## src/rtl/serial_pkg.sv

```systemverilog
// Shared types and defaults for the serial pin front-end blocks.
package serial_pkg;

    typedef enum logic {
        ST_IDLE  = 1'b0,
        ST_SHIFT = 1'b1
    } state_t;

    localparam int DEF_WIDTH       = 8;
    localparam int DEF_SYNC_STAGES = 2;

endpackage

```

## src/rtl/pin_sync.sv

```systemverilog
// Multi-flop 1-bit synchroniser for an asynchronous pin input.
// RST_VAL lets a pin sit at its inactive level while in reset.
module pin_sync #(
    parameter int   STAGES  = 2,
    parameter logic RST_VAL = 1'b0
) (
    input  logic clk,
    input  logic rst_n,
    input  logic din,
    output logic dout
);

    logic [STAGES-1:0] sync_reg;

    always_ff @(posedge clk or negedge rst_n) begin
        if (!rst_n) begin
            sync_reg <= {STAGES{RST_VAL}};
        end else begin
            sync_reg <= {sync_reg[STAGES-2:0], din};
        end
    end

    assign dout = sync_reg[STAGES-1];

endmodule

```

## src/rtl/serial_word_deser.sv

```systemverilog
// Deserialises a 3-wire pin stream (clock, data, frame) into WIDTH-bit words,
// MSB first, delivered through a single-entry valid/ready output buffer.
module serial_word_deser
    import serial_pkg::*;
#(
    parameter int WIDTH       = DEF_WIDTH,
    parameter int SYNC_STAGES = DEF_SYNC_STAGES
) (
    input  logic             clk,
    input  logic             rst_n,
    input  logic             ser_clk,
    input  logic             ser_data,
    input  logic             ser_frame_n,
    output logic [WIDTH-1:0] out_data,
    output logic             out_valid,
    input  logic             out_ready,
    output logic             overrun,
    output logic             frame_err
);

    localparam int CNT_W = $clog2(WIDTH);
    localparam logic [CNT_W-1:0] LAST_BIT = CNT_W'(WIDTH - 1);

    logic sclk_sync;
    logic data_sync;
    logic frame_n_sync;

    // All three pins share the same depth so data and frame stay aligned
    // with the synchronised bit clock.
    pin_sync #(.STAGES(SYNC_STAGES), .RST_VAL(1'b0)) u_sync_clk (
        .clk   (clk),
        .rst_n (rst_n),
        .din   (ser_clk),
        .dout  (sclk_sync)
    );

    pin_sync #(.STAGES(SYNC_STAGES), .RST_VAL(1'b0)) u_sync_data (
        .clk   (clk),
        .rst_n (rst_n),
        .din   (ser_data),
        .dout  (data_sync)
    );

    pin_sync #(.STAGES(SYNC_STAGES), .RST_VAL(1'b1)) u_sync_frame (
        .clk   (clk),
        .rst_n (rst_n),
        .din   (ser_frame_n),
        .dout  (frame_n_sync)
    );

    logic             sclk_prev_reg;
    logic             sclk_rise;
    state_t           state_reg;
    logic [WIDTH-2:0] shreg_reg;
    logic [CNT_W-1:0] count_reg;
    logic [WIDTH-1:0] out_data_reg;
    logic             out_valid_reg;
    logic             overrun_reg;
    logic             frame_err_reg;
    logic [WIDTH-1:0] word_next;
    logic             word_done;

    assign sclk_rise = sclk_sync & ~sclk_prev_reg;
    assign word_next = {shreg_reg, data_sync};
    assign word_done = (state_reg == ST_SHIFT) && sclk_rise && (count_reg == LAST_BIT);

    always_ff @(posedge clk or negedge rst_n) begin
        if (!rst_n) begin
            sclk_prev_reg <= 1'b0;
            state_reg     <= ST_IDLE;
            shreg_reg     <= '0;
            count_reg     <= '0;
            out_data_reg  <= '0;
            out_valid_reg <= 1'b0;
            overrun_reg   <= 1'b0;
            frame_err_reg <= 1'b0;
        end else begin
            sclk_prev_reg <= sclk_sync;
            frame_err_reg <= 1'b0;

            case (state_reg)
                ST_IDLE: begin
                    count_reg <= '0;
                    if (!frame_n_sync) begin
                        state_reg <= ST_SHIFT;
                    end
                end
                ST_SHIFT: begin
                    if (sclk_rise) begin
                        shreg_reg <= word_next[WIDTH-2:0];
                        count_reg <= word_done ? '0 : count_reg + 1'b1;
                    end
                    // A word completing on the closing cycle is still kept.
                    if (frame_n_sync) begin
                        state_reg <= ST_IDLE;
                        count_reg <= '0;
                        if ((count_reg != '0) && !word_done) begin
                            frame_err_reg <= 1'b1;
                        end
                    end
                end
                default: state_reg <= ST_IDLE;
            endcase

            if (word_done) begin
                if (!out_valid_reg || out_ready) begin
                    out_data_reg  <= word_next;
                    out_valid_reg <= 1'b1;
                end else begin
                    overrun_reg <= 1'b1;
                end
            end else if (out_valid_reg && out_ready) begin
                out_valid_reg <= 1'b0;
            end
        end
    end

    assign out_data  = out_data_reg;
    assign out_valid = out_valid_reg;
    assign overrun   = overrun_reg;
    assign frame_err = frame_err_reg;

endmodule
```

## config.mk

```make
export PLATFORM = sky130hd
export DESIGN_NAME = serial_word_deser
export DESIGN_NICKNAME = d
export VERILOG_FILES = /design/src/rtl/serial_pkg.sv /design/src/rtl/pin_sync.sv /design/src/rtl/serial_word_deser.sv
export SDC_FILE = /design/constraint.sdc
export NUM_CORES = 1
export LEC_CHECK = 0
export CORE_UTILIZATION = 30
export DETAILED_ROUTE_END_ITERATION = 7
export GPL_TIMING_DRIVEN = 1
export PLACE_DENSITY_LB_ADDON = 0.1
export SKIP_CTS_REPAIR_TIMING = 1
export SLEW_MARGIN = 20
export SYNTH_ARGS = -nofsm -noshare
export SYNTH_HDL_FRONTEND = slang
export SYNTH_HIERARCHICAL = 1
export SYNTH_SLANG_ARGS = --single-unit
```

## constraint.sdc

```tcl
create_clock -name clk -period 1.3 [get_ports clk]
set_input_delay 0.39 -clock clk [delete_from_list [all_inputs] [get_ports clk]]
set_output_delay 0.39 -clock clk [all_outputs]
set_load 0.01 [all_outputs]
```

==> results of run 1 <==
==> path summary, 6_finish.rpt <==
| path | slack [ns] | end |
|---|---|---|
| max | -0.08 | out_data[0] |
| max in group asynchronous | 0.64 | u_sync_frame/sync_reg[1] |
| min | 0.36 | u_sync_clk/sync_reg[1] |
| min reg2reg | 0.36 | u_sync_clk/sync_reg[1] |
| min in group asynchronous | 0.42 | overrun |
| max reg2reg | -0.08 | out_data[0] |
==> metrics by stage <==
step | area, sq um | hold WS [ns]
2_1_floorplan | 1100 | 0.0944
3_3_place_gp | 1360 | 0.333
3_5_place_dp | 1360 | 0.339
4_1_cts | 1410 | 0.361
5_1_grt | 1410 | 0.368
6_report | 1410 | 0.355
==> layout by cell type (no fill, tap or decap), drive strengths merged <==
| cell type | count |
|---|---|
| a21oi | 1 |
| a221oi | 1 |
| buf | 8 |
| clkbuf | 15 |
| clkdlybuf4s50 | 5 |
| clkinv | 2 |
| dfrtp | 27 |
| dfstp | 2 |
| dlymetal6s2s | 2 |
| ha | 3 |
| inv | 4 |
| mux2 | 15 |
| mux2i | 2 |
| nand2 | 4 |
| nand2b | 2 |
| nand3 | 1 |
| nand3b | 1 |
| nand4 | 1 |
| nor2 | 3 |
| nor2b | 1 |
| o21bai | 1 |
==> area by class of cell <==
| cell class | count | area [sq um] | area share |
|---|---|---|---|
| Sequential cell | 29 | 728 | 0.518 |
| Inverter | 4 | 15.0 | 0.0107 |
| Tap cell | 46 | 57.6 | 0.0410 |
| Clock inverter | 2 | 10.0 | 0.00712 |
| Clock buffer | 6 | 41.3 | 0.0294 |
| Multi-Input combinational cell | 36 | 360 | 0.256 |
| Timing Repair Buffer | 24 | 193 | 0.137 |
==> worst register-to-register path: stages (launching register included) <==
cell and delay [ns]:
dfrtp_1 0.39, ha_2 0.20, ha_4 0.17, nand4_4 0.16, mux2_2 0.35
==> per-layer routing <==
layer	global-route usage	wire [microns]	vias to the layer above
met2	0.159	769	19
met5	0	0	-
met1	0.124	746	299
li1	-	-	298
met3	0.0496	109	4
met4	0.0698	22	0
==> power breakdown <==
| part | switching (W) | internal [W] | total (W) |
|---|---|---|---|
| Sequential | 0.0000662 | 0.00101 | 0.00108 |
| Clock | 0.000295 | 0.000206 | 0.000500 |
| Combinational | 0.0000568 | 0.000102 | 0.000158 |
| Total | 0.000418 | 0.00132 | 0.00173 |
==> kinds of logic (layout without fill, tap and decap cells) <==
group,Yosys count,after routing,synth area share
compound gates,3,3,0.0196
fa+ha+maj,3,3,0.0346
buf+inv,5,36,0.0242
mux,17,17,0.174
simple gates,13,13,0.0772
flops,29,29,0.671
==> flow_metrics.py, run 1 <==
metrics = {
    "drt": {
        "ant_nets": 0,
        "drtIter0Drc": 9,
        "via_count": 620,
        "drc": 0,
        "wirelength_microns": 1650,
        "dr.pass1.iters": 4,
        "via_per_inst": 4.22,
        "wl_per_cell_microns": 11.2,
    },
    "final_layout": {
        "layout.cells.non_filler": 147,
        "area_growth_pct": 29.4,
        "nFillCells": 325,
        "diodes": 0,
        "largest_reg_flops": 8,
        "drive_gt1_frac": 0.475,
        "final_core_util": 0.415,
        "nets": 109,
    },
    "clocking": {
        "root_buffer": "clkbuf_4",
        "tritoncts": "yes",
        "cts_sinks": 29,
        "cts_made_buffers": 5,
        "htree_levels": 2,
        "clock_path_buffers": 2,
        "path_clk_slew_ns": 0.09,
        "insertion_delay_ns": 0.32,
    },
    "worst_setup_path": {
        "worst-r2r-cell-count": 4,
        "critPathTopFamily": "flip-flops",
        "critPathLaunch": "count_reg[0]",
        "endpoint_kind": "register",
        "arrival_ns": 1.58,
        "critPathLaunchType": "register",
        "crit_required_ns": 1.50,
        "cpPeakStageDelay_ns": 0.39,
        "crit-reg2reg-launch": "count_reg[0]",
        "crit_slowest_cell": "dfrtp_1",
        "cp_num_buf_inv": 0,
        "cp_max_fo": 8,
        "crit_chain": "ha_2 > ha_4 > nand4_4 > mux2_2",
        "cp.depth": 4,
        "critical_path_class": "register to register",
    },
    "floorplan": {
        "start_util": 0.320,
        "die_h_microns": 62.2,
        "pin_count": 17,
        "die_area_sq_um": 3860,
        "core_area_sq_um": 3390,
        "rows": 21,
        "die_x_microns": 62.2,
    },
    "power": {
        "p_leak_nw": 0.705,
        "p_per_area_nw_per_um2": 1230,
        "peakVddDrop_uv": 503,
        "total_power_w": 0.00173,
    },
    "placed_design": {
        "routabilityCongestion": 0.700,
        "hpwl_microns": 1090,
        "pre_cts_ws_ns": -0.384,
        "io_buffers": 16,
        "dp_cells": 136,
    },
    "sta": {
        "fin_crit_sh": 1.06,
        "final.setup.tns_ns": -0.560,
        "worst_slew_pin_slew_ns": 0.233,
        "max_freq_mhz": 726,
        "rsz0062_at_grt": "yes",
        "relSlewSlack": 0.844,
        "clock-skew-final_ns": 0.00957,
        "slew_viol_final": 0,
        "period_minus_slack_ns": 1.38,
        "setup_violations": 8,
        "final_hold_viol_count": 0,
        "fin_ws_ns": -0.0780,
    },
    "yosys": {
        "syn_nets": 79,
        "yosysTopAreaCell": "dfrtp_1",
        "netlist_top_cells_area": "dfrtp_1, mux2_2, dfstp_2, ha_1, nand4_4",
        "yosysWarnings": 6,
        "synth_ff_type": "dfrtp_1",
        "syn_inst": 70,
        "yosys-top-cells-count": "dfrtp_1, mux2_2, inv_1",
        "synth.cell_area_sq_um": 1090,
        "ys_seq_elements": 29,
        "ys_types": 18,
        "synth_top_area_frac": 0.622,
        "syn_area_per_cell_sq_um": 15.5,
        "yosysMostFrequentCell": "dfrtp_1",
        "seq_area_frac_synth": 0.671,
        "synth_edf_count": 0,
        "async_flop_share": 1.00,
    },
    "hold_path": {
        "min_path_type": "register to register",
        "min_from": "u_sync_clk/sync_reg[0]",
        "worstHoldPathCells": 0,
    },
    "flow_run": {
        "maxCapViolCount": 0,
    },
    "outcome": {
        "violations": "negative setup slack",
        "outcome": "finished with violations",
    },
    "global_route": {
        "antenna_found_initial": 0,
        "grt_max_degree": 30,
        "grt_usage": 0.107,
        "grt_first_pass_wirelength_microns": 3030,
        "grt_pass1_vias": 673,
        "overflow": 0,
    },
}
Power figures use the tool's default switching activity.
==> run 2: changes to the inputs <==
--- a/config.mk
+++ b/config.mk
@@ -5,6 +5,7 @@
 export SDC_FILE = /design/constraint.sdc
 export NUM_CORES = 1
 export LEC_CHECK = 0
+export CORE_MARGIN = 2
 export CORE_UTILIZATION = 30
 export DETAILED_ROUTE_END_ITERATION = 7
 export GPL_TIMING_DRIVEN = 1
==> run 2 against run 1 <==
Effect of this change:
- the run still ends with negative setup slack left
- critical path depth stayed put
- total power is 2.7% higher
- routed wire length is 2.2% lower
- count of clock-buffer cells in the layout is 2 higher
- combinational power hardly changed
- final cell count is 1.4% lower
- via count is 1.6% lower
- clock skew is 0.0017 ns lower
- global-route usage is 0.86 points lower
- fmax is 0.72% higher
==> flow_metrics.py, run 2 (synthesized netlist as in run 1, its figures left out) <==
metrics = {
    "drt": {
        "via_per_inst": 4.21,
        "ant_nets": 0,
        "wirelength_microns": 1610,
        "dr.pass1.iters": 4,
        "via_count": 610,
        "drtIter0Drc": 15,
        "drc": 0,
        "wl_per_cell_microns": 11.1,
    },
    "worst_setup_path": {
        "crit_slowest_cell": "dfrtp_1",
        "critPathTopFamily": "flip-flops",
        "crit-reg2reg-launch": "count_reg[0]",
        "endpoint_kind": "register",
        "crit_chain": "ha_2 > ha_4 > nand4_4 > mux2_2",
        "cp_max_fo": 8,
        "worst_r2r_endpoint": "out_data[7]",
        "arrival_ns": 1.57,
        "critPathLaunchType": "register",
        "cpPeakStageDelay_ns": 0.39,
        "cp_num_buf_inv": 0,
        "reg2reg_slack_ns": -0.07,
        "critical_path_class": "register to register",
        "crit_required_ns": 1.51,
        "worst-r2r-cell-count": 4,
    },
    "placed_design": {
        "pre_cts_ws_ns": -0.381,
        "dp_cells": 137,
        "hpwl_microns": 1110,
        "routabilityCongestion": 0.733,
        "io_buffers": 16,
    },
    "final_layout": {
        "nets": 107,
        "drive_gt1_frac": 0.465,
        "mostFrequentLayoutCells": "dfrtp_1, mux2_2, clkbuf_2",
        "area_growth_pct": 28.3,
        "diodes": 0,
        "largest_reg_flops": 8,
        "layout_commonest_cell": "dfrtp_1",
        "layout.cells.non_filler": 145,
    },
    "sta": {
        "period_minus_slack_ns": 1.37,
        "relSlewSlack": 0.823,
        "max_freq_mhz": 731,
        "clock-skew-final_ns": 0.00789,
        "worst_slew_pin_slew_ns": 0.266,
        "fin_crit_sh": 1.05,
        "rsz0062_at_grt": "yes",
        "slew_viol_final": 0,
        "fin_ws_ns": -0.0682,
        "final_hold_viol_count": 0,
        "timing.hold.ws_ns": 0.354,
        "setup_violations": 8,
    },
    "power": {
        "p_leak_nw": 0.684,
        "total_power_w": 0.00178,
        "p_per_area_nw_per_um2": 1280,
        "peakVddDrop_uv": 608,
    },
    "floorplan": {
        "rows": 21,
        "core_area_sq_um": 3420,
        "die_area_sq_um": 4120,
        "die_x_microns": 64.2,
        "start_util": 0.318,
        "pin_count": 17,
        "die_h_microns": 64.2,
    },
    "hold_path": {
        "min_from": "u_sync_clk/sync_reg[0]",
        "worstHoldPathCells": 0,
        "hold_end": "u_sync_clk/sync_reg[1]",
        "min_path_type": "register to register",
    },
    "clocking": {
        "insertion_delay_ns": 0.32,
        "path_clk_slew_ns": 0.08,
        "tritoncts": "yes",
        "clock_path_buffers": 2,
        "htree_levels": 2,
        "root_buffer": "clkbuf_4",
        "cts_made_buffers": 5,
        "cts_sinks": 29,
    },
    "outcome": {
        "violations": "negative setup slack",
        "outcome": "finished with violations",
    },
    "global_route": {
        "grt_pass1_vias": 667,
        "overflow": 0,
        "grt_first_pass_wirelength_microns": 2990,
        "grt_usage": 0.0988,
        "grt_max_degree": 30,
        "antenna_found_initial": 0,
    },
    "flow_run": {
        "maxCapViolCount": 0,
    },
}
run 2: layout make-up:
type                       count  area, sq um
clock buffer                   8         58.8
sequential                    29          728
tap                           46         57.6
inverter                       4         15.0
fill                         340         2020
multi-input combinational     36          364
timing repair buffer          22          170
run 2: worst max-delay path by stage:
stage	from	endpoint	cells past startpoint
floorplan	count_reg[0]	out_data[0]	4
global placement	out_ready	out_data[2]	4
detailed placement	out_ready	out_data[2]	4
CTS	out_data[1]	out_data[1]	1
global route	count_reg[0]	out_data[5]	4
finish	count_reg[0]	out_data[7]	4
run 2: metal layers:
metal | wire [microns] | vias up | track usage | part of all wire
li1 | - | 295 | - | -
met1 | 760 | 290 | 0.117 | 0.47
met2 | 694 | 18 | 0.143 | 0.43
met3 | 112 | 7 | 0.0405 | 0.070
met4 | 44 | 0 | 0.0718 | 0.027
met5 | 0 | - | 0 | 0
run 2: stage by stage:
step	TNS, ns	cell area (sq um)	utilization
after floorplan	-0.281	1100	-
after global placement	-3.09	1370	0.400
after detailed placement	-3.07	1370	0.400
after CTS	-4.23	1420	0.417
after global routing	-0.993	1390	0.408
final	-0.497	1390	0.408
run 2: power by group:
group	leakage, nW	total [W]	switching (W)	internal (W)
Sequential	0.372	0.00107	0.0000644	0.00101
Clock	0.0326	0.000548	0.000282	0.000266
Combinational	0.279	0.000159	0.0000556	0.000104
Total	0.684	0.00178	0.000402	0.00138
==> run 3: changes to the inputs <==
--- a/config.mk
+++ b/config.mk
@@ -9,6 +9,7 @@
 export CORE_UTILIZATION = 30
 export DETAILED_ROUTE_END_ITERATION = 7
 export GPL_TIMING_DRIVEN = 1
+export MAX_ROUTING_LAYER = met4
 export PLACE_DENSITY_LB_ADDON = 0.1
 export SKIP_CTS_REPAIR_TIMING = 1
 export SLEW_MARGIN = 20
==> results of run 3 <==
No change in the layout: final DEF, timing and power equal those of run 2.
Main changes from that run: final weighted congestion in routability-driven placement 0.733 -> 0.741; overall routing resource usage 0.0988 -> 0.101; met1 usage 0.117 -> 0.118; met3 usage 0.0405 -> 0.0387
